[src/rtl/record_player.sv]
// Plays back a stored list of notes: fetches each record, holds it for its
// duration in ticks, inserts a silent gap, and pulses done at the end or on abort.
module record_player #(
    parameter int REC_CNT_BITS   = 5,
    parameter int OCTAVE_BITS    = 2,
    parameter int NOTE_BITS      = 4,
    parameter int LENGTH_BITS    = 3,
    parameter int FULL_NOTE_BITS = 4,
    parameter int GAP_TICKS      = 2
) (
    input  logic                      clk,
    input  logic                      rst_n,
    input  logic                      tick,
    input  logic                      start,
    input  logic                      stop,
    input  logic [REC_CNT_BITS:0]     num_notes,
    output logic [REC_CNT_BITS-1:0]   rd_cnt,
    input  logic [OCTAVE_BITS-1:0]    octave_r,
    input  logic [NOTE_BITS-1:0]      note_r,
    input  logic [LENGTH_BITS-1:0]    length_r,
    input  logic [FULL_NOTE_BITS-1:0] full_note_r,
    output logic [OCTAVE_BITS-1:0]    play_octave,
    output logic [NOTE_BITS-1:0]      play_note,
    output logic                      play_valid,
    output logic                      busy,
    output logic                      done
);

    // state | meaning
    // IDLE  | waiting for start
    // FETCH | one cycle: latch record fields and duration
    // PLAY  | note (or recorded rest) sounding, counting duration ticks
    // GAP   | silence after the note, counting GAP_TICKS ticks
    typedef enum logic [1:0] {IDLE, FETCH, PLAY, GAP} state_t;

    localparam logic [15:0] GAP_LOAD = 16'(GAP_TICKS);

    state_t                state;
    logic [REC_CNT_BITS:0] num_lat;
    logic [8:0]            dur_cnt;
    logic [15:0]           gap_cnt;
    logic [8:0]            dur_full;
    logic [8:0]            dur_raw;
    logic [8:0]            dur_next;
    logic                  last;
    logic                  advance;

    always_comb begin
        dur_full = (9'(full_note_r) + 9'd1) << 4;
        dur_raw  = dur_full >> length_r;
        dur_next = (dur_raw == 9'd0) ? 9'd1 : dur_raw;
    end

    assign last = (({1'b0, rd_cnt} + 1'b1) == num_lat);

    // End of a record: last gap tick, or last play tick when there is no gap.
    assign advance = tick && (((state == PLAY) && (dur_cnt == 9'd1) && (GAP_TICKS == 0)) ||
                              ((state == GAP) && (gap_cnt == 16'd1)));

    always_ff @(posedge clk or negedge rst_n) begin
        if (!rst_n) begin
            state       <= IDLE;
            rd_cnt      <= '0;
            num_lat     <= '0;
            dur_cnt     <= '0;
            gap_cnt     <= '0;
            play_octave <= '0;
            play_note   <= '0;
            play_valid  <= 1'b0;
            busy        <= 1'b0;
            done        <= 1'b0;
        end else begin
            done <= 1'b0;
            if ((state != IDLE) && stop) begin
                state       <= IDLE;
                busy        <= 1'b0;
                play_valid  <= 1'b0;
                play_note   <= '0;
                play_octave <= '0;
                done        <= 1'b1;
            end else if (advance) begin
                play_valid <= 1'b0;
                play_note  <= '0;
                if (last) begin
                    state       <= IDLE;
                    busy        <= 1'b0;
                    play_octave <= '0;
                    done        <= 1'b1;
                end else begin
                    rd_cnt <= rd_cnt + 1'b1;
                    state  <= FETCH;
                end
            end else begin
                case (state)
                    IDLE: begin
                        if (start) begin
                            if (num_notes != '0) begin
                                num_lat <= num_notes;
                                rd_cnt  <= '0;
                                busy    <= 1'b1;
                                state   <= FETCH;
                            end else if (!done) begin
                                // back-to-back empty requests must not stretch done
                                done <= 1'b1;
                            end
                        end
                    end
                    FETCH: begin
                        play_octave <= octave_r;
                        play_note   <= note_r;
                        play_valid  <= (note_r != '0);
                        dur_cnt     <= dur_next;
                        state       <= PLAY;
                    end
                    PLAY: begin
                        if (tick) begin
                            dur_cnt <= dur_cnt - 9'd1;
                            if (dur_cnt == 9'd1) begin
                                state      <= GAP;
                                gap_cnt    <= GAP_LOAD;
                                play_valid <= 1'b0;
                                play_note  <= '0;
                            end
                        end
                    end
                    GAP: begin
                        if (tick) gap_cnt <= gap_cnt - 16'd1;
                    end
                    default: state <= IDLE;
                endcase
            end
        end
    end

endmodule

[config.mk]
export PLATFORM = sky130hd
export DESIGN_NAME = record_player
export DESIGN_NICKNAME = d
export VERILOG_FILES = /design/src/rtl/record_player.sv
export SDC_FILE = /design/constraint.sdc
export NUM_CORES = 1
export LEC_CHECK = 0
export CORE_ASPECT_RATIO = 1.25
export CORE_UTILIZATION = 60
export DETAILED_ROUTE_END_ITERATION = 6
export GPL_ROUTABILITY_DRIVEN = 1
export PLACE_DENSITY = 0.88
export REMOVE_ABC_BUFFERS = 1
export SETUP_SLACK_MARGIN = 0.1
export SYNTH_ARGS = -nofsm -noshare
export SYNTH_HDL_FRONTEND = slang
export SYNTH_SLANG_ARGS = --single-unit
[constraint.sdc]
create_clock -name clk -period 3.6 [get_ports clk]
set_input_delay 0.54 -clock clk [delete_from_list [all_inputs] [get_ports clk]]
set_output_delay 0.54 -clock clk [all_outputs]
set_load 0.01 [all_outputs]
# Word level (Yosys, flattened, before mapping)
# Cells that the tools add are included.
classes:
  n_addsub: 5
  multipliers: 0
  div_mod_pow: 0
  n_lt_le_gt_ge: 0
  eq_ne: 15
  n_shift: 1
  muxes: 47
  bitwise_logic: 2
  n_reduce_logical: 27
op_table:
  columns: ["cell", "count"]
  rows:
  - ["$mux W16", 3]
  - ["$pmux W16 S2", 1]
  - ["$mux W5", 5]
  - ["$mux W2", 10]
  - ["$mux W1", 18]
  - ["$mux W9", 2]
  - ["$pmux W9 S2", 1]
  - ["$eq A16 B1 Y1 const B", 1]
  - ["$mux W4", 4]
  - ["$sub A16 B1 Y16 const B", 1]
  - ["$reduce_and A5 Y1", 3]
  - ["$reduce_bool A2 Y1", 6]
  - ["$reduce_bool A3 Y1", 4]
  - ["$eq A9 B1 Y1 const B", 1]
  - ["$logic_not A9 Y1", 1]
  - ["$shr A9 B3 Y9", 1]
  - ["$sub A9 B1 Y9 const B", 1]
  - ["$ne A4 B4 Y1 const B", 2]
  - ["$pmux W4 S2", 1]
  - ["$reduce_and A4 Y1", 2]
  - ["$reduce_bool A4 Y1", 2]
  - ["$add A5 B1 Y6 const B", 1]
  - ["$eq A6 B6 Y1", 1]
  - ["$ne A2 B2 Y1 const B", 3]
  - ["other kinds (18)", 22]
word_totals:
  register_bits: 47
  latchBits: 0
  ramBits: 0
  rom_bits: 0
  in_bits: 24
  output_inout_bits: 14
  wordCells: 107
  memories: 0

# Depth between registers and ports, before layout
depth:
  word_depth: 6
  ltp_mapped: 11
  mapped_depth_nobuf: 9

# Least setup slack after synthesis
# OpenSTA, ideal clock, no wires.
synth_timing:
  kind: "flip-flop to flip-flop"
  from: "register state[0]"
  to: "register rd_cnt[4]"
  setup_time_ns: 0.124
  arrival_ns: 2.140
  t_required_ns: 3.476
  path_slack_ns: 1.336
  stages_incl_launch_ff: 12
  n_path_buf: 3
  synth_period_minus_slack_ns: 2.264
  path_cell_list: "dfrtp_1 -> ha_1 -> buf_2 -> and4b_1 -> nand3_1 -> or2_1 -> buf_6 -> nand3_2 -> or2_4 -> buf_6 -> nor2b_4 -> a211o_1"
synth_via:
  elab_chain_len: 5
  elab_cells_between_ends: 13
  classes_between: "eq/ne (2); mux (1); bitwise (1); reduce/logical (9)"
synth_lines:
  columns: ["item", "line", "text"]
  rows:
  - ["start, declared", "38", "state_t state;"]
  - ["start signal, assigned", "62", "state <= IDLE;"]
  - ["start signal, assigned", "75", "state <= IDLE;"]
  - ["start signal, assigned", "85", "state <= IDLE;"]
  - ["$eq A2 B2 Y1", "58", "((state == GAP) && (gap_cnt == 16'd1)));"]
  - ["$logic_and A1 B1 Y1", "58", null]
  - ["$logic_and A1 B1 Y1", "57", "assign advance = tick && (((state == PLAY) && (dur_cnt == 9'd1) && (GAP_TICKS == 0)) ||"]
  - ["$ne A2 B2 Y1 (no line) / $reduce_bool A2 Y1 (equally long branches)", null, null]
  - ["$reduce_and A5 Y1 (no line)", null, null]
  - ["end signal, assigned", "90", "rd_cnt <= rd_cnt + 1'b1;"]
  - ["end, declared", "17", "output logic [REC_CNT_BITS-1:0] rd_cnt,"]
# Several ways; a longest one is shown, not always the timed one.
# A chain may end at the register's enable or synchronous reset.

# Worst setup path in the final report
layout_timing:
  from: "register state[0]"
  to: "register dur_cnt[6]"
layout_via:
  elab_chain_len: 5
  elab_cells_between_ends: 13
  classes_between: "eq/ne (4); mux (1); bitwise (2); reduce/logical (6)"
layout_lines:
  columns: ["item", "line", "text"]
  rows:
  - ["$eq A2 B2 Y1", "58", null]
  - ["$logic_and A1 B1 Y1", "58", null]
  - ["$logic_and A1 B1 Y1", "57", null]
  - ["$not A1 Y1 (no line)", null, null]
  - ["$reduce_and A4 Y1 (no line)", null, null]
  - ["end signal, assigned", "112", "dur_cnt <= dur_next;"]
  - ["end signal, assigned", "117", "dur_cnt <= dur_cnt - 9'd1;"]
  - ["end, declared", "40", "logic [8:0] dur_cnt;"]
# Several ways; a longest one is shown, not always the timed one.

==> impl_metrics.py <==
metrics = {
    "synth": {
        "synthArstFlopShare_pct": 100,
        "yosysTopAreaCellShare_pct": 37.6,
        "yosysUniqueCellTypes": 65,
        "yosysSeqAreaShare_pct": 37.6,
        "yosys-top-cells-area": "dfrtp_1 38%, nand2_1 4.4%, ha_1 4.4%, o21ai_0 3.2%, a22o_1 2.8%",
        "synthCells": 341,
        "synth_area_sq_um": 3130,
        "synth-edff-count": 0,
        "synth_flop_cell": "dfrtp_1",
        "synth_top_area_cell": "dfrtp_1",
        "ys_warn_count": 0,
        "avgSynthCellArea_sq_um": 9.18,
        "yosys_register_bits": 47,
    },
    "routing": {
        "via_count": 2732,
        "routed_wl_mm": 6.96,
        "via_per_inst": 6.31,
        "drt_pass1_iterations": 7,
        "first_iter_violations": 258,
        "drc_errors": 1,
        "ant_nets": 0,
        "wl_per_cell_um": 16.1,
    },
    "die": {
        "initial_core_util_pct": 62.0,
        "io_pins": 38,
        "design.core.area_sq_um": 5040,
        "die_y_um": 82.7,
        "die_w_um": 66.6,
        "die_area_sq_um": 5510,
        "num_rows": 29,
    },
    "global_routing": {
        "grt_max_degree": 48,
        "grt_pass1_vias": 2444,
        "gr-total-overflow": 0,
        "grt_pass1_wl_mm": 11.0,
        "grt_usage_pct": 25.9,
        "antenna_found_initial": 0,
    },
    "worst_setup_path": {
        "cp_cell_sequence": "ha_1 -> and4b_1 -> nand3_1 -> or2_1 -> nand3_1 -> a21oi_2 -> o21ai_0 -> a22o_1",
        "crit_fanout": 19,
        "r2r_end": "dur_cnt[6]$_DFFE_PN0P_",
        "startpoint": "state[0]$_DFFE_PN0P_",
        "path_class": "reg -> reg",
        "r2r_slack_ps": 840,
        "cp.depth": 8,
        "r2r_start": "state[0]$_DFFE_PN0P_",
        "cp-end-kind": "register",
        "arrival_ps": 2940,
        "cpPeakStageDelay_ps": 480,
        "crit_family": "simple AND/OR/NAND/NOR gates",
        "crit_required_ps": 3780,
        "cp.buffers_inverters": 0,
        "cpMaxStageDelayCell": "ha_1",
        "start_kind": "register",
        "reg2reg_depth": 8,
        "cp_common_cell": "nand3_1",
    },
    "sta": {
        "skew_ps": 9.79,
        "hold_violations": 0,
        "rsz0062_at_grt": "false",
        "fmax_mhz": 362,
        "finalSetupViolCount": 0,
        "finalCritPeriodShare_pct": 76.8,
        "max_slew.worst_pin.slew_ps": 1030,
        "relSlewSlack_pct": 31.4,
        "fin_tns_setup_ps": 0,
        "drv_slew": 0,
        "finalCriticalPeriod_ps": 2760,
        "whs_ps": 415,
        "finalWorstSetupSlack_ps": 836,
    },
    "hold_path": {
        "min_path_type": "in -> async",
    },
    "final_layout": {
        "insertedDiodeCount": 0,
        "final_common_cell": "dfrtp_1",
        "area_growth_pct": 14.8,
        "drive_above_1_share_pct": 8.89,
        "nets": 406,
        "final_cells": 433,
        "mostFrequentLayoutCells": "47 x dfrtp_1, 37 x nand2_1, 36 x clkdlybuf4s50_1, 21 x nor2_1, 20 x o21ai_0",
    },
    "placement": {
        "gp_congestion": 0.830,
        "dp.cells": 426,
        "hpwl_mm": 5.11,
        "dp_worst_setup_slack_ps": 779,
        "io_buffers": 37,
    },
    "cts": {
        "clk_latency_ps": 290,
        "cts_tree": "done",
        "clkTransAtPathRegs_ps": 90,
        "cts.sinks": 47,
        "htreeDepth": 2,
        "cts-hold-fix-buffers": 0,
        "cts_max_path_buffers": 2,
        "cts_root_buffer": "clkbuf_8",
        "cts_resized": 0,
        "post_cts_buffers": 0,
        "numCtsBuffers": 5,
    },
    "status": {
        "status": "finished, violations left",
        "violations": "design-rule violations",
    },
    "power": {
        "cellPowerDensity_nw_per_um2": 688,
        "ir_drop_v": 0.000527,
        "leakage_nw": 1.51,
        "p_total_mw": 2.47,
    },
    "run": {
        "cap_violations": 0,
    },
}
cell usage after synthesis, types with 5 or more instances:
cell and instances:
dfrtp_1 47, nor3_1 11, mux2i_1 6, nand2_1 37, ha_1 11, clkbuf_1 7, or3_1 6, o21ai_1 5
a21oi_1 15, o31ai_2 5, nor3b_1 5, a22o_1 10, nor2b_1 6, nand3_1 15, mux2_1 5, o22ai_1 8
o21ai_0 20, nor2_1 21, a21o_1 5, inv_1 13
power by group:
part | total [mW] | leakage (nW) | switching [mW] | internal (mW)
Sequential | 0.899 | 0.601 | 0.182 | 0.717
Clock | 0.373 | 0.0513 | 0.169 | 0.204
Combinational | 1.20 | 0.859 | 0.675 | 0.524
cells by family (layout without fill, tap and decap cells):
group / after synthesis / in the layout / share of synthesized area (%)
simple gates: 134 / 134 / 23.8
compound gates: 97 / 97 / 22.0
flops: 47 / 47 / 37.6
buf+inv: 29 / 59 / 4.60
mux: 16 / 16 / 5.76
fa+ha+maj: 11 / 11 / 4.40
xor+xnor: 7 / 7 / 1.96
routing by layer:
layer	GRT usage, %	wire (um)	vias up
met4	6.81	70	0
met1	32.5	2980	1336
met2	46.4	3740	67
li1	-	-	1320
met5	0	0	-
met3	3.43	171	9
sequential cells by signal, indices dropped and copies added, names as in the netlist:
| register | count |
|---|---|
| busy | 1 |
| rd_cnt | 5 |
| play_octave | 2 |
| play_note | 4 |
| play_valid | 1 |
| dur_cnt | 9 |
| gap_cnt | 16 |
| done | 1 |
| num_lat | 6 |
| state | 2 |
worst max-delay path by stage:
stage / slack, ps / end
2_1_floorplan: 1240 / rd_cnt[4]$_DFFE_PN0P_
3_3_place_gp: 870 / rd_cnt[4]$_DFFE_PN0P_
3_5_place_dp: 780 / rd_cnt[4]$_DFFE_PN0P_
4_1_cts: 920 / dur_cnt[6]$_DFFE_PN0P_
5_1_grt: 670 / dur_cnt[6]$_DFFE_PN0P_
6_report: 840 / dur_cnt[6]$_DFFE_PN0P_
stage by stage:
step                instance area (sq um)  util (%)
floorplan                            3040         -
global placement                     3490      69.2
detailed placement                   3490      69.2
CTS                                  3590      71.2
global route                         3590      71.2
finish                               3590      71.2
final cells by class:
type,instances,area (sq um)
clock buffers,6,72.6
clock inverters,1,30.0
fillers,366,1450
inverters,14,52.6
multi-input cells,265,1810
flip-flops and latches,47,1180
well taps,62,77.6
repair buffers,38,373
No activity file was read; power rests on OpenSTA's default activity.
